**src/rtl/serial_add_ctrl_if.sv**
```systemverilog
`default_nettype none
// +----------------------------------------------------------------------------+
// | Module  : serial_add_ctrl_if                                                |
// | Brief   : Requester-side handshake and operand/result bus for the serial    |
// |           adder controller.                                                |
// | Revision: 1.0  initial release                                             |
// +----------------------------------------------------------------------------+
interface serial_add_ctrl_if #(
    parameter int WIDTH = 8
);
    logic             start;
    logic             abort;
    logic [WIDTH-1:0] a;
    logic [WIDTH-1:0] b;
    logic             cin;
    logic             busy;
    logic             done;
    logic [WIDTH-1:0] sum;
    logic             cout;
    logic             ovf;

    modport master (
        output start, abort, a, b, cin,
        input  busy, done, sum, cout, ovf
    );

    modport slave (
        input  start, abort, a, b, cin,
        output busy, done, sum, cout, ovf
    );
endinterface
`default_nettype wire

```
**src/rtl/serial_add_ctrl.sv**
```systemverilog
`default_nettype none
// +----------------------------------------------------------------------------+
// | Module  : serial_add_ctrl                                                  |
// | Brief   : Bit-serial adder controller: one full-adder slice, one bit per   |
// |           clock, LSB first, with start/done/abort handshake.               |
// | Revision: 1.0  initial release                                             |
// +----------------------------------------------------------------------------+
module serial_add_ctrl #(
    parameter int WIDTH = 8
) (
    input  logic             clk,
    input  logic             rst_n,
    serial_add_ctrl_if.slave bus
);

    localparam int                 c_cnt_w = (WIDTH > 1) ? $clog2(WIDTH) : 1;
    localparam logic [c_cnt_w-1:0] c_last  = c_cnt_w'(WIDTH - 1);

    typedef enum logic [1:0] {
        S_IDLE = 2'b00,
        S_RUN  = 2'b01,
        S_DONE = 2'b10
    } state_t;

    state_t             r_state;
    state_t             w_state_nxt;

    logic [WIDTH-1:0]   r_a;
    logic [WIDTH-1:0]   r_b;
    logic [WIDTH-1:0]   r_sum;
    logic               r_carry;
    logic               r_cout;
    logic               r_ovf;
    logic [c_cnt_w-1:0] r_cnt;

    logic               w_accept;
    logic               w_step;
    logic               w_last;
    logic               w_busy;
    logic               w_done;
    logic               w_x;
    logic               w_y;
    logic               w_z;
    logic               w_s;
    logic               w_c;

    // Full-adder slice (x, y, z -> s, c), fed from the operand LSBs and the carry
    assign w_x = r_a[0];
    assign w_y = r_b[0];
    assign w_z = r_carry;
    assign w_s = w_x ^ w_y ^ w_z;
    assign w_c = (w_x & w_y) | (w_z & (w_x ^ w_y));

    assign w_last = (r_cnt == c_last);

    always_ff @(posedge clk or negedge rst_n) begin
        if (!rst_n) begin
            r_state <= S_IDLE;
        end else begin
            r_state <= w_state_nxt;
        end
    end

    always_comb begin
        w_state_nxt = r_state;
        w_accept    = 1'b0;
        w_step      = 1'b0;
        w_busy      = 1'b0;
        w_done      = 1'b0;
        case (r_state)
            S_IDLE: begin
                if (bus.start && !bus.abort) begin
                    w_accept    = 1'b1;
                    w_state_nxt = S_RUN;
                end
            end
            S_RUN: begin
                w_busy = 1'b1;
                // An aborted cycle does not advance the datapath, freezing partial results
                if (bus.abort) begin
                    w_state_nxt = S_IDLE;
                end else begin
                    w_step = 1'b1;
                    if (w_last) begin
                        w_state_nxt = S_DONE;
                    end
                end
            end
            S_DONE: begin
                w_done      = 1'b1;
                w_state_nxt = S_IDLE;
            end
            default: begin
                w_state_nxt = S_IDLE;
            end
        endcase
    end

    always_ff @(posedge clk or negedge rst_n) begin
        if (!rst_n) begin
            r_a     <= '0;
            r_b     <= '0;
            r_sum   <= '0;
            r_carry <= 1'b0;
            r_cnt   <= '0;
            r_cout  <= 1'b0;
            r_ovf   <= 1'b0;
        end else if (w_accept) begin
            r_a     <= bus.a;
            r_b     <= bus.b;
            r_sum   <= '0;
            r_carry <= bus.cin;
            r_cnt   <= '0;
        end else if (w_step) begin
            r_a     <= r_a >> 1;
            r_b     <= r_b >> 1;
            r_sum   <= {w_s, r_sum[WIDTH-1:1]};
            r_carry <= w_c;
            r_cnt   <= r_cnt + 1'b1;
            // On the MSB, r_carry is the carry into the MSB and w_c the carry out
            if (w_last) begin
                r_cout <= w_c;
                r_ovf  <= w_c ^ r_carry;
            end
        end
    end

    assign bus.busy = w_busy;
    assign bus.done = w_done;
    assign bus.sum  = r_sum;
    assign bus.cout = r_cout;
    assign bus.ovf  = r_ovf;

endmodule
`default_nettype wire

```
**src/flat_wrapper.sv**
```systemverilog
// flat-port wrapper written by rule: the top's interface ports become plain ports
module serial_add_ctrl_flat 
#(
    parameter int WIDTH = 8
)
  (clk, rst_n, bus_start, bus_abort, bus_a, bus_b, bus_cin, bus_busy, bus_done, bus_sum, bus_cout, bus_ovf);
  serial_add_ctrl_if #(.WIDTH(WIDTH)) bus_i ();
  input  logic clk;
  input  logic rst_n;
  input wire logic [$bits(bus_i.start)-1:0] bus_start;
  input wire logic [$bits(bus_i.abort)-1:0] bus_abort;
  input wire logic [$bits(bus_i.a)-1:0] bus_a;
  input wire logic [$bits(bus_i.b)-1:0] bus_b;
  input wire logic [$bits(bus_i.cin)-1:0] bus_cin;
  output wire logic [$bits(bus_i.busy)-1:0] bus_busy;
  output wire logic [$bits(bus_i.done)-1:0] bus_done;
  output wire logic [$bits(bus_i.sum)-1:0] bus_sum;
  output wire logic [$bits(bus_i.cout)-1:0] bus_cout;
  output wire logic [$bits(bus_i.ovf)-1:0] bus_ovf;
  assign bus_i.start = bus_start;
  assign bus_i.abort = bus_abort;
  assign bus_i.a = bus_a;
  assign bus_i.b = bus_b;
  assign bus_i.cin = bus_cin;
  assign bus_busy = bus_i.busy;
  assign bus_done = bus_i.done;
  assign bus_sum = bus_i.sum;
  assign bus_cout = bus_i.cout;
  assign bus_ovf = bus_i.ovf;
  serial_add_ctrl #(.WIDTH(WIDTH)) u_core (.clk(clk), .rst_n(rst_n), .bus(bus_i));
endmodule
```
**config.mk**
```make
export PLATFORM = sky130hd
export DESIGN_NAME = serial_add_ctrl_flat
export DESIGN_NICKNAME = d
export VERILOG_FILES = /design/src/rtl/serial_add_ctrl_if.sv /design/src/rtl/serial_add_ctrl.sv /design/src/flat_wrapper.sv
export SDC_FILE = /design/constraint.sdc
export NUM_CORES = 1
export LEC_CHECK = 0
export CAP_MARGIN = 20
export CORE_AREA = 4 4 78 80
export CTS_CLUSTER_DIAMETER = 60
export DETAILED_ROUTE_END_ITERATION = 12
export DIE_AREA = 0 0 82 84
export PLACE_DENSITY = 0.5
export RECOVER_POWER = 25
export SLEW_MARGIN = 20
export SYNTH_ARGS = -nofsm -noshare
export SYNTH_HDL_FRONTEND = slang
export SYNTH_SLANG_ARGS = --single-unit
```
**constraint.sdc**
```tcl
create_clock -name clk -period 1.9 [get_ports clk]
set_input_delay 0.19 -clock clk [delete_from_list [all_inputs] [get_ports clk]]
set_output_delay 0.19 -clock clk [all_outputs]
set_load 0.01 [all_outputs]
```
==> results of run 1 <==
how the worst min path moves through the flow:
stage	startpoint	end	slack, ns	depth (start not counted)
after global routing	bus_b[5]	u_core.r_b[5]	0.51	3
after floorplan	rst_n	u_core.bus.cout	-0.11	0
after global placement	u_core.bus.ovf	u_core.bus.ovf	0.47	2
final	u_core.bus.cout	u_core.bus.cout	0.49	2
after CTS	rst_n	u_core.bus.sum[4]	0.32	2
after detailed placement	u_core.bus.cout	u_core.bus.cout	0.48	2
state kept, by name (all words and copies together), names as in the netlist:
register / count
u_core.bus.ovf: 1
u_core.r_carry: 1
u_core.r_b: 8
u_core.r_a: 8
u_core.r_cnt: 3
u_core.r_state: 2
u_core.bus.sum: 8
u_core.bus.cout: 1
placed cells by master, fill, tap and decap left out, drive strengths merged, types with 2 or more instances in the layout:
master	synthesis	final
clkdlybuf4s50	0	31
buf	8	7
clkbuf	1	8
o22ai	2	2
nor3	2	2
ha	2	2
nand2	27	27
a22o	4	4
a21oi	18	18
a22oi	6	6
nand3	6	6
a221o	2	2
nor2	8	8
inv	4	4
o21ai	3	3
dfrtp	32	32
power breakdown:
group / switching (mW) / internal [mW] / total (mW)
Sequential: 0.0799 / 0.812 / 0.892
Clock: 0.241 / 0.462 / 0.703
Combinational: 0.181 / 0.214 / 0.395
cell families after synthesis:
kind of cell | after synthesis | share of synthesized area, %
xor gates and xnor gates | 1 | 0.617
AOI/OAI and AO/OA | 36 | 15.9
buffers and inverters | 13 | 4.58
and+or+nand+nor | 50 | 18.5
muxes | 1 | 0.793
adders and majority gates | 3 | 3.17
DFF | 32 | 56.4
worst max-delay path: stages, from the launching register on:
cell	delay, ns
dfrtp_1	0.51
nor2b_1	0.19
clkdlybuf4s50_1	0.57
layer usage:
metal,share of wire [%],global-route usage [%],vias to the layer above
li1,-,-,547
met1,46,12.9,530
met2,48,16.5,22
met3,4.9,3.56,5
met4,0.93,3.32,0
met5,0,0,-
area by class of cell:
cell class | count | area [µm²]
Multi-Input combinational cell | 91 | 554
Fill cell | 563 | 3430
Timing Repair Buffer | 40 | 390
Sequential cell | 32 | 801
Clock buffer | 7 | 96.3
Inverter | 4 | 15.0
Clock inverter | 1 | 30.0
Tap cell | 72 | 90.1
per-stage QoR:
stage / total power [mW] / setup WS [ns]
after global placement: 1.29 / 0.154
after detailed placement: 1.31 / 0.123
final: 1.99 / 0.165
after global routing: 2.13 / 0.116
after floorplan: 1.13 / 0.439
after CTS: 2.02 / 0.151
==> summary.md, run 1 <==
| Metric | Value |
|---|---|
| Outcome | `finished clean` |
| Fin area | `0.00198 mm²` |
| Final setup viols | `0` |
| Post-layout min period | `1.73 ns` |
| Worst slew margin | `45.8%` |
| Slew @ Worst Pin | `0.812 ns` |
| Average cell area after synthesis | `10.4 µm²` |
| Synth area leader | `dfrtp_1` |
| DR iter-0 viols | `39` |
| Final Max Slew Viols | `0` |
| RSZ-0062 raised after global routing | `no` |
| CTS tree | `done` |
| Syn Inst Count | `136` |
| # DRC | `0` |
| DP Area | `0.00185 mm²` |
| Core ar. | `0.00541 mm²` |
| CP Launch Type | `register` |
| Hold Crit Class | `register to register` |
| Static Leak | `0.880 nW` |
| CTS Hold Bufs | `0` |
| CTS Buf Count | `5` |
| CP Capture Point | `bus_done` |
| Critical Path Start | `u_core.r_state[1]` |
| Fraction of layout cells with a size suffix above 1 | `12.0%` |
| Number of global-route vias before repair | `1184` |
| Final Cycle Share | `91.3%` |
| Final net count | `198` |
| Seq/Total Area, Yosys | `56.4%` |
| Worst Skew | `0.00723 ns` |
| Grt total ovfl | `0` |
| Post-CTS sizing | `0` |
| Post-route ant nets | `0` |
| Asr flop ratio synth | `100%` |
| Ys Warns | `0` |
| Clock sinks | `32` |
| Crit path DAT | `1.54 ns` |
| Commonest cells in the netlist | `dfrtp_1, nand2_1, a21oi_1, buf_2` |
| Reg2reg start | `u_core.r_state[1]` |
| Non-Filler Instances | `247` |
| Overall routing resource usage | `10.3%` |
| Fmax achieved | `577 MHz` |
| Pre-Repair DR Iteration Count | `4` |
| Post-CTS Setup Inserts | `0` |
| P&R area growth vs syn | `39.2%` |
| Num rows | `27` |
| Worst-skew pair later-pin latency | `0.28 ns` |
| Most instantiated library cell after synthesis | `dfrtp_1` |
| RR Endpoint | `u_core.r_b[5]` |
| Max_cap viols | `0` |
| Number of synthesized flops with an enable pin | `0` |
| Setup TNS | `0 ns` |
| Net Count, Synth | `160` |
| CP endpoint kind | `output pin` |
| Hpwl dp | `2280 µm` |
| Drt total wl | `3130 µm` |
| Post-DR wirelength/cell | `12.7 µm` |
| Post-synth top area share | `56.4%` |
| Post-synth cell types | `29` |
| Reg2reg setup slack | `0.38 ns` |
| CP Class | `register to output pin` |
| Largest cells by area after synthesis | `dfrtp_1, nand2_1, a21oi_1, a22oi_1, a22o_1` |
| Die Y | `84 µm` |
| Root buffer cell | `clkbuf_8` |
| CP Max Fanout | `7` |
| PwrDens | `1010 mW/mm²` |
| R2R cell count | `4` |
| Diodes inserted | `0` |
| Die Wd | `82 µm` |
| GPL Wtd Cong | `0.705` |
| Fin. Hold Viols | `0` |
| Port bufs | `32` |
| CTS Buffer Depth | `2` |
| CTS clk-pin slew, worst paths | `0.06 ns` |
| Netlist Area Pre-Place | `0.00142 mm²` |
| Vias post-DR | `1104` |
| Die area | `0.00689 mm²` |
| Synthesized flop and latch total | `32` |
| Avg Vias per Cell | `4.47` |
| Largest net degree at the start of global routing | `33` |
| Starting Density | `26.3%` |
| Main flop type after synthesis | `dfrtp_1` |
| Max VDD drop | `0.576 mV` |
| Final hold slack | `0.488 ns` |
| Initial antenna violation count | `0` |
| H-Tree Depth | `2` |
| First-pass GRT wire length | `5520 µm` |
| Critical path required time | `1.71 ns` |
| Ports | `33` |
| Final Util | `36.6%` |
| Placed Cells | `239` |
No activity file was read; power rests on OpenSTA's default activity.
==> run 2, diff against run 1 <==
CORE_AREA = 3 3 77 79   (was 4 4 78 80)
DIE_AREA = 0 0 80 82   (was 0 0 82 84)
clock period = 1.85 ns   (was 1.9 ns; I/O delays follow)
==> summary.md, run 2 (synthesized netlist as in run 1, its figures left out) <==
| Metric | Value |
|---|---|
| PwrDens | `963 mW/mm²` |
| Uppermost layer routed | `met4` |
| Post-CTS Setup Inserts | `0` |
| Vias post-DR | `1092` |
| Worst Skew | `0.00746 ns` |
| H-Tree Depth | `2` |
| Critical path required time | `1.66 ns` |
| CP Max Fanout | `7` |
| Worst slew margin | `46.6%` |
| CTS Buffer Depth | `2` |
| Critical Path Start | `u_core.r_state[1]` |
| # DRC | `0` |
| Largest net degree at the start of global routing | `33` |
| Post-route ant nets | `0` |
| Max_cap viols | `0` |
| CP Class | `register to output pin` |
| Avg Vias per Cell | `4.42` |
| Ports | `33` |
| Crit path DAT | `1.51 ns` |
| GPL Wtd Cong | `0.727` |
| Setup TNS | `0 ns` |
| CP endpoint kind | `output pin` |
| Initial antenna violation count | `0` |
| Max VDD drop | `0.416 mV` |
| Final Max Slew Viols | `0` |
| Hold Path Origin | `u_core.bus.cout` |
| Post-layout min period | `1.69 ns` |
| Most common cell after layout, fill and taps aside | `dfrtp_1` |
| Overall routing resource usage | `10.3%` |
| Diodes inserted | `0` |
| Commonest cells after routing, fill and taps aside | `dfrtp_1, clkdlybuf4s50_1, nand2_1` |
| Final setup viols | `0` |
| Drt total wl | `3130 µm` |
| Starting Density | `26.3%` |
| CTS tree | `done` |
| Final net count | `198` |
| Slew @ Worst Pin | `0.801 ns` |
| Post-DR wirelength/cell | `12.7 µm` |
| Wire length on met3 | `142 µm` |
| Number of global-route vias before repair | `1055` |
| DR iter-0 viols | `61` |
| WL met1 | `1450 µm` |
| Fin. Hold Viols | `0` |
| CTS Hold Bufs | `0` |
| # fillers | `560` |
| Grt total ovfl | `0` |
| Fmax achieved | `590 MHz` |
| Num rows | `27` |
| Port bufs | `32` |
| Final Cycle Share | `91.6%` |
| CTS clk-pin slew, worst paths | `0.06 ns` |
| Root buffer cell | `clkbuf_8` |
| Reg2reg start | `u_core.r_state[1]` |
| Die area | `0.00656 mm²` |
| Setup WS pre-CTS | `0.0797 ns` |
| CTS Buf Count | `5` |
| Die Y | `82 µm` |
| Core ar. | `0.00541 mm²` |
| Die Wd | `80 µm` |
| WL met2 | `1510 µm` |
| Worst setup margin | `0.156 ns` |
| Hpwl dp | `2220 µm` |
| Hold Crit Class | `register to register` |
| Worst-skew pair later-pin latency | `0.28 ns` |
| Outcome | `finished clean` |
| CP Launch Type | `register` |
| Pre-Repair DR Iteration Count | `2` |
| Static Leak | `0.866 nW` |
| Post-CTS sizing | `0` |
| RSZ-0062 raised after global routing | `no` |
| P&R area growth vs syn | `36.8%` |
| Fraction of layout cells with a size suffix above 1 | `12.0%` |
| Clock sinks | `32` |
| First-pass GRT wire length | `5120 µm` |
## run 2: changes by cell type in the layout (fill, tap and decap cells not counted), sizes merged
| cell | change |
|---|---|
| bufinv | -1 |
| clkinv | +2 |
| clkbuf | -1 |
## run 2: worst paths after layout
path	end	slack (ns)	depth (start not counted)
setup reg to reg	u_core.r_b[5]	0.32	4
hold reg to reg	u_core.bus.cout	0.49	2
setup / recovery	bus_busy	0.16	2
min in group asynchronous	u_core.r_cnt[0]	0.52	2
max in group asynchronous	u_core.bus.sum[5]	0.82	2
hold / removal	u_core.bus.cout	0.49	2
## run 2: cell type report
class	count	area (µm²)	area share, %
clock buffers	6	82.6	4.25
clock inverters	2	10.0	0.515
inverters	4	15.0	0.773
multi-input cells	91	554	28.5
flip-flops and latches	32	801	41.2
well taps	72	90.1	4.64
repair buffers	40	390	20.1
## run 2: metrics by stage
stage	instances	utilization, %	power (mW)	hold slack [ns]	area [µm²]
after global routing	247	35.9	2.00	0.505	1940
after CTS	247	36.0	1.90	0.316	1950
after detailed placement	239	34.3	1.34	0.485	1850
final	247	35.9	1.87	0.490	1940
after floorplan	136	-	1.16	-0.111	1420
after global placement	239	34.3	1.33	0.468	1850
## run 2: metal layers
| layer | track usage (%) | vias up |
|---|---|---|
| met1 | 13.3 | 516 |
| met4 | 4.05 | 0 |
| li1 | - | 549 |
| met3 | 3.07 | 4 |
| met2 | 16.4 | 23 |
| met5 | 0 | - |
## run 2: power by group
part	leakage (nW)	internal (mW)	switching, mW
Combinational	0.406	0.220	0.190
Clock	0.0510	0.296	0.250
Sequential	0.410	0.834	0.0816
Total	0.866	1.35	0.522
## run 2: critical path: stages (launching register included)
cell             delay, ns
dfrtp_1               0.48
and2b_1               0.23
clkdlybuf4s50_1       0.53
==> run 3, diff against run 2 <==
CTS_BUF_LIST = sky130_fd_sc_hd__clkbuf_4 sky130_fd_sc_hd__clkbuf_8   (was default)
==> results of run 3 <==
Final layout, timing and power as in run 2 (identical DEF).
